===== src/rtl/ascii_entry_ctrl_if.sv =====
// ascii_entry_ctrl_if: keystroke input channel and committed-number output channel
interface ascii_entry_ctrl_if #(parameter int DATA_WIDTH = 32);
  logic                  ascii_valid;
  logic [11:0]           ascii_in;
  logic                  ascii_ready;
  logic                  num_valid;
  logic                  num_ready;
  logic [DATA_WIDTH-1:0] num_out;
  modport master (output ascii_valid, ascii_in, num_ready, input ascii_ready, num_valid, num_out);
  modport slave  (input ascii_valid, ascii_in, num_ready, output ascii_ready, num_valid, num_out);
endinterface


===== src/rtl/ascii_entry_ctrl.sv =====
// ascii_entry_ctrl: accumulates ASCII digits into a decimal number and commits it over valid/ready.
// Define ASCII_ENTRY_NEG_EN to accept a leading '-' and commit the two's complement.
module ascii_entry_ctrl #(
  parameter int DATA_WIDTH = 32,
  parameter int MAX_DIGITS = 9,
  parameter int CNT_WIDTH  = 4
) (
  input  logic                  clock,
  input  logic                  reset,
  ascii_entry_ctrl_if.slave     bus,
  output logic [DATA_WIDTH-1:0] partial_value,
  output logic [CNT_WIDTH-1:0]  digit_count,
  output logic                  overflow_pulse
);
`ifdef ASCII_ENTRY_NEG_EN
  localparam bit NEG_EN = 1'b1;
`else
  localparam bit NEG_EN = 1'b0;
`endif
  localparam logic [CNT_WIDTH-1:0] MAXC = CNT_WIDTH'(MAX_DIGITS);
  typedef enum logic [1:0] {IDLE, ENTRY, HOLD} state_t;
  state_t                state_q, state_d;
  logic [DATA_WIDTH-1:0] partial_q, partial_d, num_out_q, num_out_d, mul10, dig_ext, commit_val;
  logic [CNT_WIDTH-1:0]  count_q, count_d;
  logic                  num_valid_q, num_valid_d, ovf_q, ovf_d, neg_q, neg_d;
  logic                  acc, is_dig, is_ent, is_bs, is_esc, is_neg;
  assign bus.ascii_ready = state_q != HOLD;
  assign acc    = bus.ascii_valid && bus.ascii_ready;
  assign is_dig = bus.ascii_in >= 12'd48 && bus.ascii_in <= 12'd57;
  assign is_ent = bus.ascii_in == 12'd13;
  assign is_bs  = bus.ascii_in == 12'd8;
  assign is_esc = bus.ascii_in == 12'd27;
  assign is_neg = NEG_EN && bus.ascii_in == 12'd45;
  // digit codes 0x30..0x39 carry their value in the low nibble
  assign dig_ext    = {{(DATA_WIDTH-4){1'b0}}, bus.ascii_in[3:0]};
  assign mul10      = (partial_q << 3) + (partial_q << 1);
  assign commit_val = neg_q ? ~partial_q + DATA_WIDTH'(1) : partial_q;
  always_comb begin
    state_d     = state_q;
    partial_d   = partial_q;
    count_d     = count_q;
    num_out_d   = num_out_q;
    num_valid_d = num_valid_q;
    neg_d       = neg_q;
    ovf_d       = 1'b0;
    case (state_q)
      IDLE: begin
        if (acc && is_dig) begin
          partial_d = dig_ext;
          count_d   = CNT_WIDTH'(1);
          state_d   = ENTRY;
        end else if (acc && is_neg) begin
          neg_d     = 1'b1;
          partial_d = '0;
          count_d   = '0;
          state_d   = ENTRY;
        end
      end
      ENTRY: begin
        if (acc && is_dig) begin
          if (count_q < MAXC) begin
            partial_d = mul10 + dig_ext;
            count_d   = count_q + CNT_WIDTH'(1);
          end else ovf_d = 1'b1;
        end else if (acc && is_bs) begin
          if (count_q == '0) begin
            neg_d   = 1'b0;
            state_d = IDLE;
          end else begin
            partial_d = partial_q / DATA_WIDTH'(10);
            count_d   = count_q - CNT_WIDTH'(1);
            // a lone '-' keeps the entry open after its last digit is erased
            if (count_q == CNT_WIDTH'(1) && !neg_q) begin
              partial_d = '0;
              state_d   = IDLE;
            end
          end
        end else if (acc && is_esc) begin
          partial_d = '0;
          count_d   = '0;
          neg_d     = 1'b0;
          state_d   = IDLE;
        end else if (acc && is_ent && !(neg_q && count_q == '0)) begin
          num_out_d   = commit_val;
          num_valid_d = 1'b1;
          state_d     = HOLD;
        end
      end
      HOLD: begin
        if (bus.num_ready) begin
          num_valid_d = 1'b0;
          partial_d   = '0;
          count_d     = '0;
          neg_d       = 1'b0;
          state_d     = IDLE;
        end
      end
      default: state_d = IDLE;
    endcase
  end
  always_ff @(posedge clock) begin
    if (reset) begin
      state_q     <= IDLE;
      partial_q   <= '0;
      count_q     <= '0;
      num_out_q   <= '0;
      num_valid_q <= 1'b0;
      ovf_q       <= 1'b0;
      neg_q       <= 1'b0;
    end else begin
      state_q     <= state_d;
      partial_q   <= partial_d;
      count_q     <= count_d;
      num_out_q   <= num_out_d;
      num_valid_q <= num_valid_d;
      ovf_q       <= ovf_d;
      neg_q       <= neg_d;
    end
  end
  assign bus.num_valid   = num_valid_q;
  assign bus.num_out     = num_out_q;
  assign partial_value   = partial_q;
  assign digit_count     = count_q;
  assign overflow_pulse  = ovf_q;
endmodule


===== src/flat_wrapper.sv =====
// flat-port wrapper written by rule: the top's interface ports become plain ports
module ascii_entry_ctrl_flat 
#(
  parameter int DATA_WIDTH = 32,
  parameter int MAX_DIGITS = 9,
  parameter int CNT_WIDTH  = 4
)
  (clock, reset, partial_value, digit_count, overflow_pulse, bus_ascii_valid, bus_ascii_in, bus_num_ready, bus_ascii_ready, bus_num_valid, bus_num_out);
  ascii_entry_ctrl_if #(.DATA_WIDTH(DATA_WIDTH)) bus_i ();
  input  logic clock;
  input  logic reset;
  output logic [DATA_WIDTH-1:0] partial_value;
  output logic [CNT_WIDTH-1:0] digit_count;
  output logic overflow_pulse;
  input wire logic [$bits(bus_i.ascii_valid)-1:0] bus_ascii_valid;
  input wire logic [$bits(bus_i.ascii_in)-1:0] bus_ascii_in;
  input wire logic [$bits(bus_i.num_ready)-1:0] bus_num_ready;
  output wire logic [$bits(bus_i.ascii_ready)-1:0] bus_ascii_ready;
  output wire logic [$bits(bus_i.num_valid)-1:0] bus_num_valid;
  output wire logic [$bits(bus_i.num_out)-1:0] bus_num_out;
  assign bus_i.ascii_valid = bus_ascii_valid;
  assign bus_i.ascii_in = bus_ascii_in;
  assign bus_i.num_ready = bus_num_ready;
  assign bus_ascii_ready = bus_i.ascii_ready;
  assign bus_num_valid = bus_i.num_valid;
  assign bus_num_out = bus_i.num_out;
  ascii_entry_ctrl #(.DATA_WIDTH(DATA_WIDTH), .MAX_DIGITS(MAX_DIGITS), .CNT_WIDTH(CNT_WIDTH)) u_core (.clock(clock), .reset(reset), .bus(bus_i), .partial_value(partial_value), .digit_count(digit_count), .overflow_pulse(overflow_pulse));
endmodule

===== config.mk =====
export PLATFORM = sky130hd
export DESIGN_NAME = ascii_entry_ctrl_flat
export DESIGN_NICKNAME = d
export VERILOG_FILES = /design/src/rtl/ascii_entry_ctrl_if.sv /design/src/rtl/ascii_entry_ctrl.sv /design/src/flat_wrapper.sv
export SDC_FILE = /design/constraint.sdc
export NUM_CORES = 1
export LEC_CHECK = 0
export CELL_PAD_IN_SITES_DETAIL_PLACEMENT = 0
export CELL_PAD_IN_SITES_GLOBAL_PLACEMENT = 2
export CORE_ASPECT_RATIO = 0.75
export CORE_MARGIN = 2
export CORE_UTILIZATION = 29
export DETAILED_ROUTE_END_ITERATION = 8
export GPL_ROUTABILITY_DRIVEN = 1
export GPL_TIMING_DRIVEN = 0
export MAX_ROUTING_LAYER = met4
export PLACE_DENSITY_LB_ADDON = 0.2
export SYNTH_ARGS = -nofsm -noshare
export SYNTH_HDL_FRONTEND = slang
export SYNTH_SLANG_ARGS = --single-unit

===== constraint.sdc =====
create_clock -name clock -period 10.9 [get_ports clock]
set_input_delay 2.18 -clock clock [delete_from_list [all_inputs] [get_ports clock]]
set_output_delay 2.18 -clock clock [all_outputs]
set_load 0.03 [all_outputs]

==> impl_metrics.py, run 1 <==
metrics = {
    "placement": {
        "place_inst": 1717,
        "hpwl_mm": 24.2,
        "port_buffers": 85,
        "routabilityCongestion": 0.855,
    },
    "global_routing": {
        "antenna_found_initial": 0,
        "grt_overflow": 0,
        "grt_pass1_wl_mm": 54.3,
        "grt.total_usage_pct": 21.8,
        "grt_pass1_vias": 9431,
        "grt_max_degree": 14,
    },
    "yosys": {
        "async_reset_ff_share_pct": 0,
        "synth_seq_cells": 72,
        "yosys_warnings": 0,
        "syn-num-nets": 1315,
        "synthesis.instances": 1233,
        "synth_edf_count": 0,
        "ys_types": 108,
        "ys_seq_area_share_pct": 16.1,
        "synth_area_um2": 8930,
        "synthFlopType": "dfxtp_1",
        "synth_area_per_cell_um2": 7.25,
    },
    "floorplanning": {
        "fp.dieW_um": 207,
        "die_h_um": 156,
        "die_area_um2": 32200,
        "io_pins": 87,
        "row_count": 55,
        "coreArea_um2": 30200,
        "start_util_pct": 29.6,
    },
    "sta": {
        "post-route-period-util_pct": 99.2,
        "setup_viol": 0,
        "slew_headroom_pct": 36.5,
        "fmax_mhz": 92.5,
        "worst_pin_slew_ps": 948,
        "rsz0062_at_grt": "yes",
        "period_minus_slack_ps": 10810,
        "hold_slack_ps": 453,
        "slew_viol_final": 0,
        "hold_viol": 0,
        "skew_ps": 6.40,
    },
    "worst_setup_path": {
        "cp_slowest_cell": "or4_4",
        "rr_startpoint": "u_core.partial_value[30]",
        "r2r_end": "u_core.partial_value[0]",
        "worst-path-max-fanout": 8,
        "start_kind": "flip-flop",
        "cpPeakStageDelay_ps": 530,
        "critPathKind": "reg -> reg",
        "r2r_cells": 50,
        "reg2reg_slack_ps": 90,
        "cp.required_ps": 11120,
        "critPathArrivalTime_ps": 11030,
        "endpoint_kind": "flip-flop",
    },
    "cells_and_area": {
        "drive_gt1_share_pct": 22.0,
        "fillers": 3115,
        "area_growth_pct": 40.6,
        "seqCellArea_um2": 1450,
        "diodes": 0,
        "final_util_pct": 41.6,
        "layout.nets": 1499,
        "instances_no_fill": 1821,
        "multi_input_area_um2": 8030,
    },
    "cts": {
        "cts_tree": "yes",
        "cts.sinks": 72,
        "clkTransAtPathRegs_ps": 70,
        "clk_path_buf_depth": 2,
        "cts_hold_buf": 0,
        "clockRootBuffer": "clkbuf_16",
        "clock_latency_ps": 360,
        "htreeDepth": 3,
        "cts_buffers": 9,
    },
    "pwr": {
        "power_density_nw_per_um2": 52.1,
        "vdd_drop_max_mv": 0.0631,
        "finalPower_mw": 0.654,
        "cellLeakagePower_nw": 4.63,
    },
    "route": {
        "first_pass_iters": 6,
        "antenna_left": 0,
        "avgViaCountPerCell": 5.68,
        "via_count": 10342,
        "wl_per_cell_um": 19.0,
        "postRouteWirelength_mm": 34.6,
        "drt-initial-drc-count": 627,
        "drc_errors": 0,
    },
    "status": {
        "outcome": "finished clean",
    },
    "flow_run": {
        "max_cap_violations": 0,
    },
    "hold_path": {
        "min_from": "u_core.bus.num_out[24]",
        "hold_depth": 2,
        "holdPathEnd": "u_core.bus.num_out[24]",
        "min_path_type": "reg -> reg",
    },
}
==> worst max path at each step <==
stage	slack, ps	start	depth (start not counted)	to
after global routing	-380	u_core.partial_value[30]	46	u_core.partial_value[1]
final	90	u_core.partial_value[30]	50	u_core.partial_value[0]
after CTS	20	u_core.partial_value[30]	45	u_core.partial_value[1]
after global placement	-1570	u_core.partial_value[27]	38	u_core.partial_value[1]
after floorplan	450	u_core.partial_value[29]	39	u_core.partial_value[1]
after detailed placement	-1380	u_core.partial_value[27]	41	u_core.partial_value[1]
==> report_power, final <==
part,switching [mW],leakage [nW],internal (mW)
registers,0.00288,0.583,0.264
clock network,0.141,0.159,0.201
logic,0.0288,3.89,0.0167
total,0.172,4.63,0.482
==> sequential cells by signal, indices dropped and copies added, names as in the netlist <==
register	count
u_core.digit_count	4
u_core.bus.num_valid	1
u_core.overflow_pulse	1
u_core.partial_value	32
u_core.bus.num_out	32
u_core.state_q	2
==> worst max-delay path, delay by kind of cell, from the launching register on <==
family / cells / cell delay [ps]
AOI/OAI and AO/OA: 22 / 4950
and+or+nand+nor: 11 / 2510
buffers and inverters: 13 / 1970
muxes: 4 / 870
DFF: 1 / 320
==> layer usage <==
layer  track usage (%)  vias to the layer above  share of wire, %
met5                 -                        -                 0
met4              3.64                        0               1.1
met3              3.09                       27               5.0
met2              30.5                      277                42
met1              33.0                     4996                52
li1                  -                     5042                 -
==> synthesized netlist by cell type (7+ instances only) <==
cell	number	area (um2)
a2111oi_0	8	70.1
a211o_1	10	87.6
a211oi_1	18	135
a21o_1	7	52.6
a21oi_1	109	546
a221oi_1	8	70.1
a22oi_1	29	218
a311oi_1	8	70.1
a31oi_1	16	100
and2_1	11	68.8
and3_1	16	100
and4_1	7	61.3
buf_2	14	70.1
clkbuf_1	71	267
dfxtp_1	72	1440
ha_1	64	801
inv_1	53	199
mux2i_1	19	190
nand2_1	140	526
nand2b_1	9	56.3
nand3_1	41	205
nor2_1	111	417
nor3_1	30	150
nor4_1	9	56.3
o2111ai_1	10	87.6
o211ai_1	16	120
o21a_1	8	60.1
o21ai_0	54	270
o21bai_1	19	143
o22ai_1	18	113
or3_1	7	43.8
xnor2_1	37	324
xor2_1	7	61.3
==> timing repair <==
action / in CTS / in global routing
endpoints found under the setup margin: 5 / 4
pin swaps: 36 / 59
gates resized for setup: 129 / 119
cloned: 1 / 0
setup buffers: 34 / 56
==> area by class of cell <==
| cell class | instances | share of cell area [%] |
|---|---|---|
| Clock buffer | 9 | 1.79 |
| Sequential cell | 72 | 11.6 |
| Buffer | 87 | 3.28 |
| Inverter | 57 | 1.72 |
| Tap cell | 399 | 3.98 |
| Clock inverter | 7 | 0.767 |
| Timing Repair Buffer | 175 | 12.9 |
| Multi-Input combinational cell | 1015 | 64.0 |
==> placed cells by master, fill, tap and decap left out, types with 12 or more instances in the layout <==
| cell type | instances |
|---|---|
| mux2i_1 | 13 |
| nand3_1 | 33 |
| clkdlybuf4s50_1 | 85 |
| o21ai_0 | 47 |
| nor2_1 | 106 |
| a22oi_1 | 27 |
| o211ai_1 | 16 |
| a21oi_1 | 102 |
| a211oi_1 | 12 |
| nor3_1 | 27 |
| ha_1 | 64 |
| buf_4 | 82 |
| o22ai_1 | 16 |
| clkbuf_1 | 63 |
| a31oi_1 | 12 |
| xnor2_1 | 33 |
| o21bai_1 | 18 |
| dfxtp_1 | 66 |
| nand2_1 | 134 |
| inv_1 | 52 |
==> logic make-up after synthesis <==
family,count (synthesis),synth area share (%)
AO/OA/AOI/OAI,441,35.6
XOR/XNOR,45,4.50
adder cells (fa/ha/maj),69,9.76
buffers and inverters,147,6.41
flip-flops,72,16.1
multiplexers,30,4.02
AND/OR/NAND/NOR,429,23.5
==> through the flow <==
step | setup slack [ps] | setup TNS (ps) | area, um2
4_1_cts | 19.1 | 0 | 11500
3_3_place_gp | -1570 | -5450 | 10300
6_report | 88.4 | 0 | 12600
5_1_grt | -383 | -1100 | 12600
2_1_floorplan | 445 | 0 | 8930
3_5_place_dp | -1380 | -4690 | 10300
No activity file was read; power rests on OpenSTA's default activity.
==> run 2, diff against run 1 <==
--- a/config.mk
+++ b/config.mk
@@ -14,7 +14,7 @@
 export GPL_ROUTABILITY_DRIVEN = 1
 export GPL_TIMING_DRIVEN = 0
 export MAX_ROUTING_LAYER = met4
-export PLACE_DENSITY_LB_ADDON = 0.2
+export PLACE_DENSITY_LB_ADDON = 0.1
 export SYNTH_ARGS = -nofsm -noshare
 export SYNTH_HDL_FRONTEND = slang
 export SYNTH_SLANG_ARGS = --single-unit
==> run 2 against run 1 <==
Net effect: the flow now finishes with violations (setup timing); final cell count rose by 1.4%; clock-buffer cell count up 2; core utilization is 0.96 points higher; die area unchanged; sequential power about the same; final area is 2.3% higher; combinational power about the same; fmax is 0.93% lower; largest cell class unchanged; highest routed layer unchanged.
==> impl_metrics.py, run 2 (synthesis results as in run 1) <==
metrics = {
    "cts": {
        "htreeDepth": 3,
        "cts.sinks": 72,
        "clockRootBuffer": "clkbuf_16",
        "clkTransAtPathRegs_ps": 70,
        "clock_latency_ps": 370,
        "cts_tree": "yes",
        "cts_buffers": 9,
        "cts_hold_buf": 0,
        "clk_path_buf_depth": 2,
    },
    "sta": {
        "fmax_mhz": 91.6,
        "period_minus_slack_ps": 10910,
        "worst_pin_slew_ps": 962,
        "fin_ws_ps": -12.7,
        "setup_viol": 1,
        "hold_viol": 0,
        "slew_viol_final": 0,
        "skew_ps": 9.31,
        "rsz0062_at_grt": "yes",
        "post-route-period-util_pct": 100,
        "slew_headroom_pct": 35.7,
    },
    "global_routing": {
        "grt_pass1_vias": 9356,
        "grt.total_usage_pct": 21.8,
        "grt_max_degree": 13,
        "grt_pass1_wl_mm": 53.9,
        "grt_overflow": 0,
        "antenna_found_initial": 0,
    },
    "route": {
        "via_count": 10387,
        "wl_per_cell_um": 19.5,
        "postRouteWirelength_mm": 35.9,
        "avgViaCountPerCell": 5.63,
        "drc_errors": 0,
        "antenna_left": 0,
        "first_pass_iters": 5,
        "drt-initial-drc-count": 635,
    },
    "placement": {
        "hpwl_mm": 24.6,
        "port_buffers": 85,
        "post-place-ws_ps": -1460,
        "routabilityCongestion": 0.839,
    },
    "worst_setup_path": {
        "start_kind": "flip-flop",
        "critPathArrivalTime_ps": 11180,
        "cpPeakStageDelay_ps": 450,
        "reg2reg_slack_ps": -10,
        "worst-path-max-fanout": 8,
        "critPathLaunch": "u_core.partial_value[29]",
        "cp.required_ps": 11160,
        "critPathKind": "reg -> reg",
        "cp_slowest_cell": "or3_4",
        "rr_startpoint": "u_core.partial_value[29]",
        "endpoint_kind": "flip-flop",
        "crit_path_end": "u_core.partial_value[1]",
        "r2r_cells": 46,
        "r2r_end": "u_core.partial_value[1]",
    },
    "flow_run": {
        "max_cap_violations": 0,
    },
    "floorplanning": {
        "die_h_um": 156,
        "die_area_um2": 32200,
        "start_util_pct": 29.6,
        "fp.dieW_um": 207,
        "coreArea_um2": 30200,
        "row_count": 55,
        "io_pins": 87,
    },
    "pwr": {
        "finalPower_mw": 0.642,
        "vdd_drop_max_mv": 0.0723,
        "power_density_nw_per_um2": 50.0,
        "cellLeakagePower_nw": 4.77,
    },
    "status": {
        "violations": "setup timing",
        "outcome": "finished, violations left",
    },
    "hold_path": {
        "min_path_type": "reg -> reg",
    },
    "cells_and_area": {
        "area_growth_pct": 43.8,
        "seqCellArea_um2": 1460,
        "layout.nets": 1524,
        "diodes": 0,
        "multi_input_area_um2": 8180,
        "layout_common_cells": "nand2_1, buf_4, nor2_1",
        "drive_gt1_share_pct": 24.4,
        "layout_commonest_cell": "nand2_1",
        "fillers": 3145,
    },
}
run 2: changes by cell type in the layout (fill, tap and decap cells not counted), moves of 3 or more:
cell	before	now
and2_4	1	4
buf_12	6	3
clkinvlp_4	0	3
buf_4	82	110
clkinv_4	3	0
dfxtp_4	2	5
dfxtp_2	4	1
run 2: how the worst min path moves through the flow:
| stage | startpoint | end | cells past startpoint |
|---|---|---|---|
| CTS | u_core.bus.num_out[25] | u_core.bus.num_out[25] | 2 |
| global placement | u_core.bus.num_out[20] | u_core.bus.num_out[20] | 2 |
| finish | u_core.bus.num_out[5] | u_core.bus.num_out[5] | 2 |
| global route | u_core.bus.num_out[17] | u_core.bus.num_out[17] | 2 |
| floorplan | u_core.state_q[0] | u_core.state_q[0] | 2 |
| detailed placement | u_core.bus.num_out[25] | u_core.bus.num_out[25] | 2 |
run 2: final cells by class:
type                            count  area share (%)
Multi-Input combinational cell   1016            63.7
Clock buffer                       11            1.97
Sequential cell                    72            11.4
Timing Repair Buffer              200            13.8
Inverter                           57            1.71
Tap cell                          399            3.89
Buffer                             86            3.18
Clock inverter                      5           0.428
run 2: through the flow:
step / utilization [%] / cell area [um2] / TNS (ps) / cells / hold slack, ps
floorplan: - / 8930 / 0 / 1233 / 493
global placement: 34.0 / 10300 / -6390 / 1717 / 443
detailed placement: 34.0 / 10300 / -5190 / 1717 / 448
CTS: 37.3 / 11300 / 0 / 1757 / 458
global route: 42.5 / 12800 / -1220 / 1846 / 468
finish: 42.5 / 12800 / -12.7 / 1846 / 453
run 2: power breakdown:
group / total, mW / switching [mW] / leakage, nW / internal, mW
clock: 0.330 / 0.141 / 0.148 / 0.189
sequential: 0.266 / 0.00270 / 0.584 / 0.263
combinational: 0.0455 / 0.0289 / 4.04 / 0.0165
run 2: what timing repair did:
action | in CTS | in global routing
cloned | 1 | 1
resized for setup | 94 | 184
buffers inserted | 25 | 90
pin swaps | 27 | 86
endpoints found under the setup margin | 5 | 4
run 2: critical path, delay by kind of cell (launching register included):
kind / cells / cell delay, ps
simple gates: 10 / 2470
mux: 4 / 1070
buf+inv: 9 / 1420
xor+xnor: 1 / 190
compound gates: 22 / 5240
flops: 1 / 400
run 2: routing by layer:
layer	vias to the layer above	global-route usage [%]	wire length, um
met5	-	-	0
met4	0	2.52	180
met3	13	3.76	1660
met2	288	30.2	15100
met1	4999	33.1	19000
li1	5087	-	-
